## src/rtl/datapath_bus.sv

```systemverilog
// datapath_bus: 16-bit accumulator datapath around a single shared bus.
// All registers load from the bus on the rising clock edge; the control unit
// (external) drives the strobes from its falling-edge state machine.
//
// Ports:
//   clk            rising-edge datapath clock
//   rst_n          asynchronous active-low reset
//   write_enable   [16:0] register load strobes (bit map below)
//   read_enable    [4:0]  bus source select code
//   increment      [5:0]  increment strobes: PC, AC, STXY, STXZ, R, R3
//   alu            [2:0]  ALU op: 1 ADD, 2 MUL, 3 SUB, 4 SFTR, 5 SFTL, else no-op
//   ins_mem_data   [15:0] instruction memory read data (address pc)
//   data_mem_rdata [15:0] data memory read data (address ar)
//   instruction    [15:0] IR contents
//   Z                     zero flag, updated only by ALU_AC loads
//   pc, ar         [15:0] memory addresses
//   data_mem_wdata [15:0] equal to bus
//   data_mem_we           equal to write_enable[0]
//   bus            [15:0] current bus value
//   ac             [15:0] accumulator
//
// write_enable: 0 DATA_MEM, 1 ALU_AC, 2 IR_PC, 3 IR, 4 AR, 5 X, 6 Y, 7 ZR,
//               8 STXY, 9 STYZ, 10 STXZ, 11 R, 12 R1, 13 R2, 14 R3, 15 DR, 16 AC
module datapath_bus (
    input  logic        clk,
    input  logic        rst_n,
    input  logic [16:0] write_enable,
    input  logic [4:0]  read_enable,
    input  logic [5:0]  increment,
    input  logic [2:0]  alu,
    input  logic [15:0] ins_mem_data,
    input  logic [15:0] data_mem_rdata,
    output logic [15:0] instruction,
    output logic        Z,
    output logic [15:0] pc,
    output logic [15:0] ar,
    output logic [15:0] data_mem_wdata,
    output logic        data_mem_we,
    output logic [15:0] bus,
    output logic [15:0] ac
);

    logic [15:0] pc_q, ir_q, ar_q, ac_q, x_q, y_q, zr_q;
    logic [15:0] stxy_q, styz_q, stxz_q, r_q, r1_q, r2_q, r3_q, dr_q;
    logic [15:0] alu_res_q, alu_res_d;
    logic        z_q;
    logic        alu_valid;

    // Bus source mux; unused codes read as zero.
    always_comb begin
        bus = 16'h0000;
        case (read_enable)
            5'd1:    bus = ins_mem_data;
            5'd2:    bus = data_mem_rdata;
            5'd3:    bus = pc_q;
            5'd4:    bus = ir_q;
            5'd5:    bus = ar_q;
            5'd6:    bus = ac_q;
            5'd7:    bus = x_q;
            5'd8:    bus = y_q;
            5'd9:    bus = zr_q;
            5'd10:   bus = stxy_q;
            5'd11:   bus = styz_q;
            5'd12:   bus = stxz_q;
            5'd13:   bus = r_q;
            5'd14:   bus = r1_q;
            5'd15:   bus = r2_q;
            5'd16:   bus = r3_q;
            5'd17:   bus = dr_q;
            default: bus = 16'h0000;
        endcase
    end

    // Next ALU result from the pre-edge ac and bus; truncated to 16 bits.
    always_comb begin
        alu_res_d = alu_res_q;
        alu_valid = 1'b1;
        case (alu)
            3'd1:    alu_res_d = ac_q + bus;
            3'd2:    alu_res_d = ac_q * bus;
            3'd3:    alu_res_d = ac_q - bus;
            3'd4:    alu_res_d = ac_q >> 1;
            3'd5:    alu_res_d = ac_q << 1;
            default: alu_valid = 1'b0;
        endcase
    end

    always_ff @(posedge clk or negedge rst_n) begin
        if (!rst_n) begin
            pc_q      <= 16'h0000;
            ir_q      <= 16'h0000;
            ar_q      <= 16'h0000;
            ac_q      <= 16'h0000;
            x_q       <= 16'h0000;
            y_q       <= 16'h0000;
            zr_q      <= 16'h0000;
            stxy_q    <= 16'h0000;
            styz_q    <= 16'h0000;
            stxz_q    <= 16'h0000;
            r_q       <= 16'h0000;
            r1_q      <= 16'h0000;
            r2_q      <= 16'h0000;
            r3_q      <= 16'h0000;
            dr_q      <= 16'h0000;
            alu_res_q <= 16'h0000;
            z_q       <= 1'b0;
        end else begin
            if (write_enable[3])  ir_q  <= bus;
            if (write_enable[4])  ar_q  <= bus;
            if (write_enable[5])  x_q   <= bus;
            if (write_enable[6])  y_q   <= bus;
            if (write_enable[7])  zr_q  <= bus;
            if (write_enable[9])  styz_q <= bus;
            if (write_enable[12]) r1_q  <= bus;
            if (write_enable[13]) r2_q  <= bus;
            if (write_enable[15]) dr_q  <= bus;

            // Loads win over increments on the same register.
            if (write_enable[2])      pc_q <= {8'h00, ir_q[7:0]};
            else if (increment[0])    pc_q <= pc_q + 16'd1;

            if (write_enable[8])      stxy_q <= bus;
            else if (increment[2])    stxy_q <= stxy_q + 16'd1;

            if (write_enable[10])     stxz_q <= bus;
            else if (increment[3])    stxz_q <= stxz_q + 16'd1;

            if (write_enable[11])     r_q <= bus;
            else if (increment[4])    r_q <= r_q + 16'd1;

            if (write_enable[14])     r3_q <= bus;
            else if (increment[5])    r3_q <= r3_q + 16'd1;

            // Z tracks only ALU results reaching ac.
            if (write_enable[16]) begin
                ac_q <= bus;
            end else if (write_enable[1]) begin
                ac_q <= alu_res_q;
                z_q  <= (alu_res_q == 16'h0000);
            end else if (increment[1]) begin
                ac_q <= ac_q + 16'd1;
            end

            if (alu_valid) alu_res_q <= alu_res_d;
        end
    end

    assign instruction    = ir_q;
    assign Z              = z_q;
    assign pc             = pc_q;
    assign ar             = ar_q;
    assign ac             = ac_q;
    assign data_mem_wdata = bus;
    assign data_mem_we    = write_enable[0];

endmodule

```

## config.mk

```make
export PLATFORM = sky130hd
export DESIGN_NAME = datapath_bus
export DESIGN_NICKNAME = d
export VERILOG_FILES = /design/src/rtl/datapath_bus.sv
export SDC_FILE = /design/constraint.sdc
export NUM_CORES = 1
export LEC_CHECK = 0
export CAP_MARGIN = 40
export CORE_UTILIZATION = 55
export DETAILED_ROUTE_END_ITERATION = 10
export PLACE_DENSITY = 0.76
export SLEW_MARGIN = 5
export SYNTH_ARGS = -nofsm -noshare
export SYNTH_HDL_FRONTEND = slang
export SYNTH_SLANG_ARGS = --single-unit
```

## constraint.sdc

```tcl
create_clock -name clk -period 7.6 [get_ports clk]
set_clock_uncertainty 0.2 [all_clocks]
set_input_delay 1.52 -clock clk [delete_from_list [all_inputs] [get_ports clk]]
set_output_delay 1.52 -clock clk [all_outputs]
set_load 0.02 [all_outputs]
```

**Word level (Yosys, flattened, before mapping)**

Index checks and enable logic that the tools add are counted.

- Flip-flop bits (word level): 257
- Output and inout port bits: 98
- Logic and storage cells: 76

- Add/subtract/negate cells: 8
- $mul: 1
- Equal/unequal tests: 22
- Multiplexer cells: 16
- Bitwise gates (word level): 1
- Reduce and logical (&&, ||, !) cells: 11

Operators by type and width:

| operator | count |
|---|---|
| $pmux W16 S17 | 1 |
| $mux W16 | 13 |
| $add A16 B1 Y16 const B | 6 |
| $pmux W16 S5 | 1 |
| $eq A5 B4 Y1 const B | 8 |
| $eq A5 B3 Y1 const B | 4 |
| $add A16 B16 Y16 | 1 |
| $logic_not A16 Y1 | 1 |
| $mul A16 B16 Y16 | 1 |
| $sub A16 B16 Y16 | 1 |
| $eq A5 B2 Y1 const B | 2 |
| $eq A5 B5 Y1 const B | 2 |
| $reduce_bool A2 Y1 | 5 |
| $eq A3 B2 Y1 const B | 2 |
| $eq A3 B3 Y1 const B | 2 |
| $eq A5 B1 Y1 const B | 1 |
| $reduce_bool A5 Y1 | 1 |
| $reduce_or A5 Y1 | 1 |
| $reduce_and A2 Y1 | 2 |
| $eq A3 B1 Y1 const B | 1 |
| $reduce_bool A3 Y1 | 1 |
| $mux W1 | 1 |
| $not A1 Y1 | 1 |

**Longest topological paths before layout**

- Depth in word-level cells: 4
- Depth in mapped cells: 33
- Mapped depth without buffers: 27

**Least setup slack after synthesis**

No wires, ideal clock.

- Path type: input port to flip-flop
- From: in read_enable[4]
- To: reg alu_res_q[15]
- Arrival: 8.395 ns
- Required time: 7.277 ns
- Path slack: -1.118 ns
- Stages on the path: 27
- Buffers on the path: 4
- Path through: buf_6 > nor3b_2 > and2_1 > clkbuf_1 > a22oi_1 > and3_1 > nand4_1 > clkbuf_1 > clkbuf_1 > nand2_1 > fa_1 > fa_1 > fa_1 > fa_1 > inv_1 > fa_1 > inv_1 > fa_1 > inv_1 > ha_1 > and3_1 > a21oi_1 > o21ai_0 > o41ai_1 > xnor3_1 > o21ai_1 > o21ai_1

- Cells in the longest elaborated chain, start to end: 4
- Elaborated cells between the ends (all ways): 22
- Classes of those cells: add/sub: 2; mul: 1; eq/ne: 17; mux: 2

RTL lines:

| item | RTL line | RTL |
|---|---|---|
| start, declared | 28 | `input logic [4:0] read_enable,` |
| $eq A5 B5 Y1, or another cell as far along | 52 | `case (read_enable)` |
| $pmux W16 S17 (*) | 52 |  |
| net bus[2] | 39 | `output logic [15:0] bus,` |
| $mul A16 B16 Y16, or another cell as far along | 80 | `3'd2: alu_res_d = ac_q * bus;` |
| $pmux W16 S5 (*) | 78 | `case (alu)` |
| end signal, assigned | 144 | `if (alu_valid) alu_res_q <= alu_res_d;` |
| end, declared | 45 | `logic [15:0] alu_res_q, alu_res_d;` |

The timed path passes the listed nets; every way through them passes the cells marked *.
A chain may end at the register's enable or synchronous reset.

**Final worst setup path**

- From: in read_enable[0]
- To: reg alu_res_q[15]

- Cells in the longest elaborated chain, start to end: 4
- Elaborated cells between the ends (all ways): 22
- Classes of those cells: add/sub: 2; mul: 1; eq/ne: 17; mux: 2

RTL lines:

| item | RTL line |
|---|---|
| $eq A5 B5 Y1, or another cell as far along | 52 |
| $pmux W16 S17 (*) | 52 |
| $mul A16 B16 Y16, or another cell as far along | 80 |
| $pmux W16 S5 (*) | 78 |

Every way passes the cells marked *; elsewhere a longest branch is shown, timed or not.

==> metrics.txt <==
Die Area=about 0.035 mm2; syn_nets=2391; Core Area=0.0335 mm2; Area contributors post-synth=dfrtp_1, fa_1, a21oi_1, nor2_1, ha_1; Initial Utilization=55.9%; drt first pass iters=8; clk root buf=clkbuf_16; Cells after Synth=2173; layout cell share with drive strength beyond 1=between 10% and 20%; gpl congestion=1.01; Max-cap violations=0; Fill cells=2590; Worst path max stage delay=600 ps; CP endpoint kind=flip-flop; Netlist cell types=76; worst hold path type=flip-flop to flip-flop; synthesis-stage register bit count=between 200 and 300; CP Buf/Inv Count=11; HPWL after DPL=56.4 mm; asr flop ratio synth=100%; CP startpoint=read_enable[0]; Finished Core Util=71.8%; Required @ worst endpoint=roughly 8000 ps; failing checks=negative setup slack; status=finished with violations; Vias/cell=6.33; Max FO, Critical Path=8; largest net degree at the start of global routing=about 150; Post-synth top cells=nor2_1, dfrtp_1, a21oi_1, nand2_1, inv_1; Die Width=around 190 um; vias after detailed routing=18583; # diodes=0; total CTS buffers=30; Multi-input gate area=0.0115 mm2; Startpoint Class=primary input; Worst-path clk slew=60 ps; final WL=75.9 mm; initial DRC count=2225; overall routing resource usage=between 40% and 50%; FP Rows=67; Hold Fails Final Rpt=0; top cell type's share of synthesized area=34.3%; synthesized area per cell=about 8.6 um2; Clock Sinks=257; sequential cell area=~0.0064 mm2; fin nets=2685; initial antenna violation count=3; I/O pin total=163; # DRC=0; setup TNS=-338 ps; first-pass GRT wire length=between 100 and 150 mm; number of synthesized flops with an enable pin=0; post-synthesis sequential area ratio=about a third; Max Freq=129 MHz; CTS Buffer Depth=3; CTS tree=done; grt ovf=0; post-route antenna net violation count=0; DR WL/cell=25.8 um; slowest library cell on the worst path=fa_1; die height=approximately 190 um; maximum vdd drop=198 uV; most frequent cell on the critical path=fa_1; Setup WS post-layout=-180 ps; area leader, netlist=dfrtp_1; crit path kind=primary input to flip-flop; YS warnings=0; RSZ-0062 raised after global routing=true; Tmin final=7780 ps; Slew headroom=36.4%; Slew Limit Fails=0; Area Growth Syn to Fin=28.3%; Synth Cell Area=0.0188 mm2; Worst Tran Pin Value=about 950 ps; ys flop type=dfrtp_1; P_leak=10.8 nW; worst endpoint data arrival time=8030 ps; most frequent cell after synthesis=nor2_1; FF-to-FF Start=instruction[4]; clk_lat worst skew=~600 ps; Worst Hold Launch=Z; number of global-route vias before repair=18333; CTS HTree Levels=1; IO buf count=160; P per Cell Area=between 200 and 300 mW/mm2; Final period util=102%; final setup violation count=4; critical path's top delay family=adder cells
[cell families after synthesis]
family                   count (synthesis)  share of synthesized area [%]
multiplexers                            35                           2.00
flip-flops                             257                           34.3
XOR/XNOR                               141                           7.03
adder cells (fa/ha/maj)                153                           13.5
AND/OR/NAND/NOR                        761                           19.7
AO/OA/AOI/OAI                          501                           16.1
buffers and inverters                  325                           7.46
[through the flow]
| stage | instance area [um2] | cells | power [mW] | hold WS, ps | worst slack [ps] |
|---|---|---|---|---|---|
| global placement | 22100 | 2850 | 4.34 | 264 | -1430 |
| finish | 24100 | 2938 | 6.09 | 282 | -180 |
| detailed placement | 22200 | 2856 | 4.38 | 274 | -1450 |
| global route | 24100 | 2938 | 6.36 | 303 | -354 |
| floorplan | 18900 | 2173 | 3.27 | 272 | -530 |
| CTS | 23700 | 2930 | 5.90 | 287 | -152 |
[final cells by class]
| class | count | share of cell area, % |
|---|---|---|
| Sequential cell | 257 | 26.7 |
| Clock buffer | 41 | 3.50 |
| Multi-Input combinational cell | 1591 | 47.9 |
| Clock inverter | 14 | 0.593 |
| Inverter | 153 | 2.41 |
| Timing Repair Buffer | 434 | 16.5 |
| Tap cell | 448 | 2.33 |
[placed cells by master, fill, tap and decap left out, types with 18 or more instances in the layout]
master,instances
a21oi_1,234
nand4_1,31
and3_1,48
nor2b_1,22
nand3_1,57
dfrtp_1,257
a22oi_1,68
fa_1,75
a31oi_1,20
nor3_1,18
clkbuf_16,30
clkdlybuf4s50_1,152
buf_6,23
mux2_2,19
inv_1,134
buf_4,234
nand2_1,156
xor2_1,53
o21ai_0,78
xnor2_1,79
nor2_1,286
ha_1,63
and2_1,33
[power breakdown]
group / switching, mW / total (mW) / leakage (nW) / internal (mW)
Clock: 0.633 / 1.45 / 0.476 / 0.817
Sequential: 0.295 / 1.88 / 3.18 / 1.59
Combinational: 1.56 / 2.76 / 7.12 / 1.20
Total: 2.49 / 6.09 / 10.8 / 3.61
[worst min-delay path, delay by kind of cell, from the launching register on]
kind / cells / cell delay, ps
compound gates: 1 / 60
simple gates: 1 / 50
flops: 1 / 340
[final timing paths]
path / end / slack (ps) / cells after the start
min in group asynchronous: stxz_q[14] / 760 / 1
worst max-delay path: alu_res_q[15] / -180 / 31
worst min register to register: Z / 280 / 2
max in group asynchronous: ar[10] / 5080 / 2
worst max register to register: alu_res_q[15] / 790 / 26
worst min-delay path: Z / 280 / 2
[per-layer routing]
| layer | track usage [%] | wire [um] |
|---|---|---|
| met1 | 54.9 | 28000 |
| met4 | 25.9 | 5250 |
| met3 | 8.88 | 8060 |
| met2 | 68.8 | 34500 |
| met5 | 0 | 0 |
[what timing repair did]
action,in CTS,in global routing
hold buffers,0,0
cloned,2,0
endpoints found under the setup margin,9,8
buffers inserted,19,9
resized for setup,132,64
pin swaps,46,40
(Power assumes the default switching activity.)
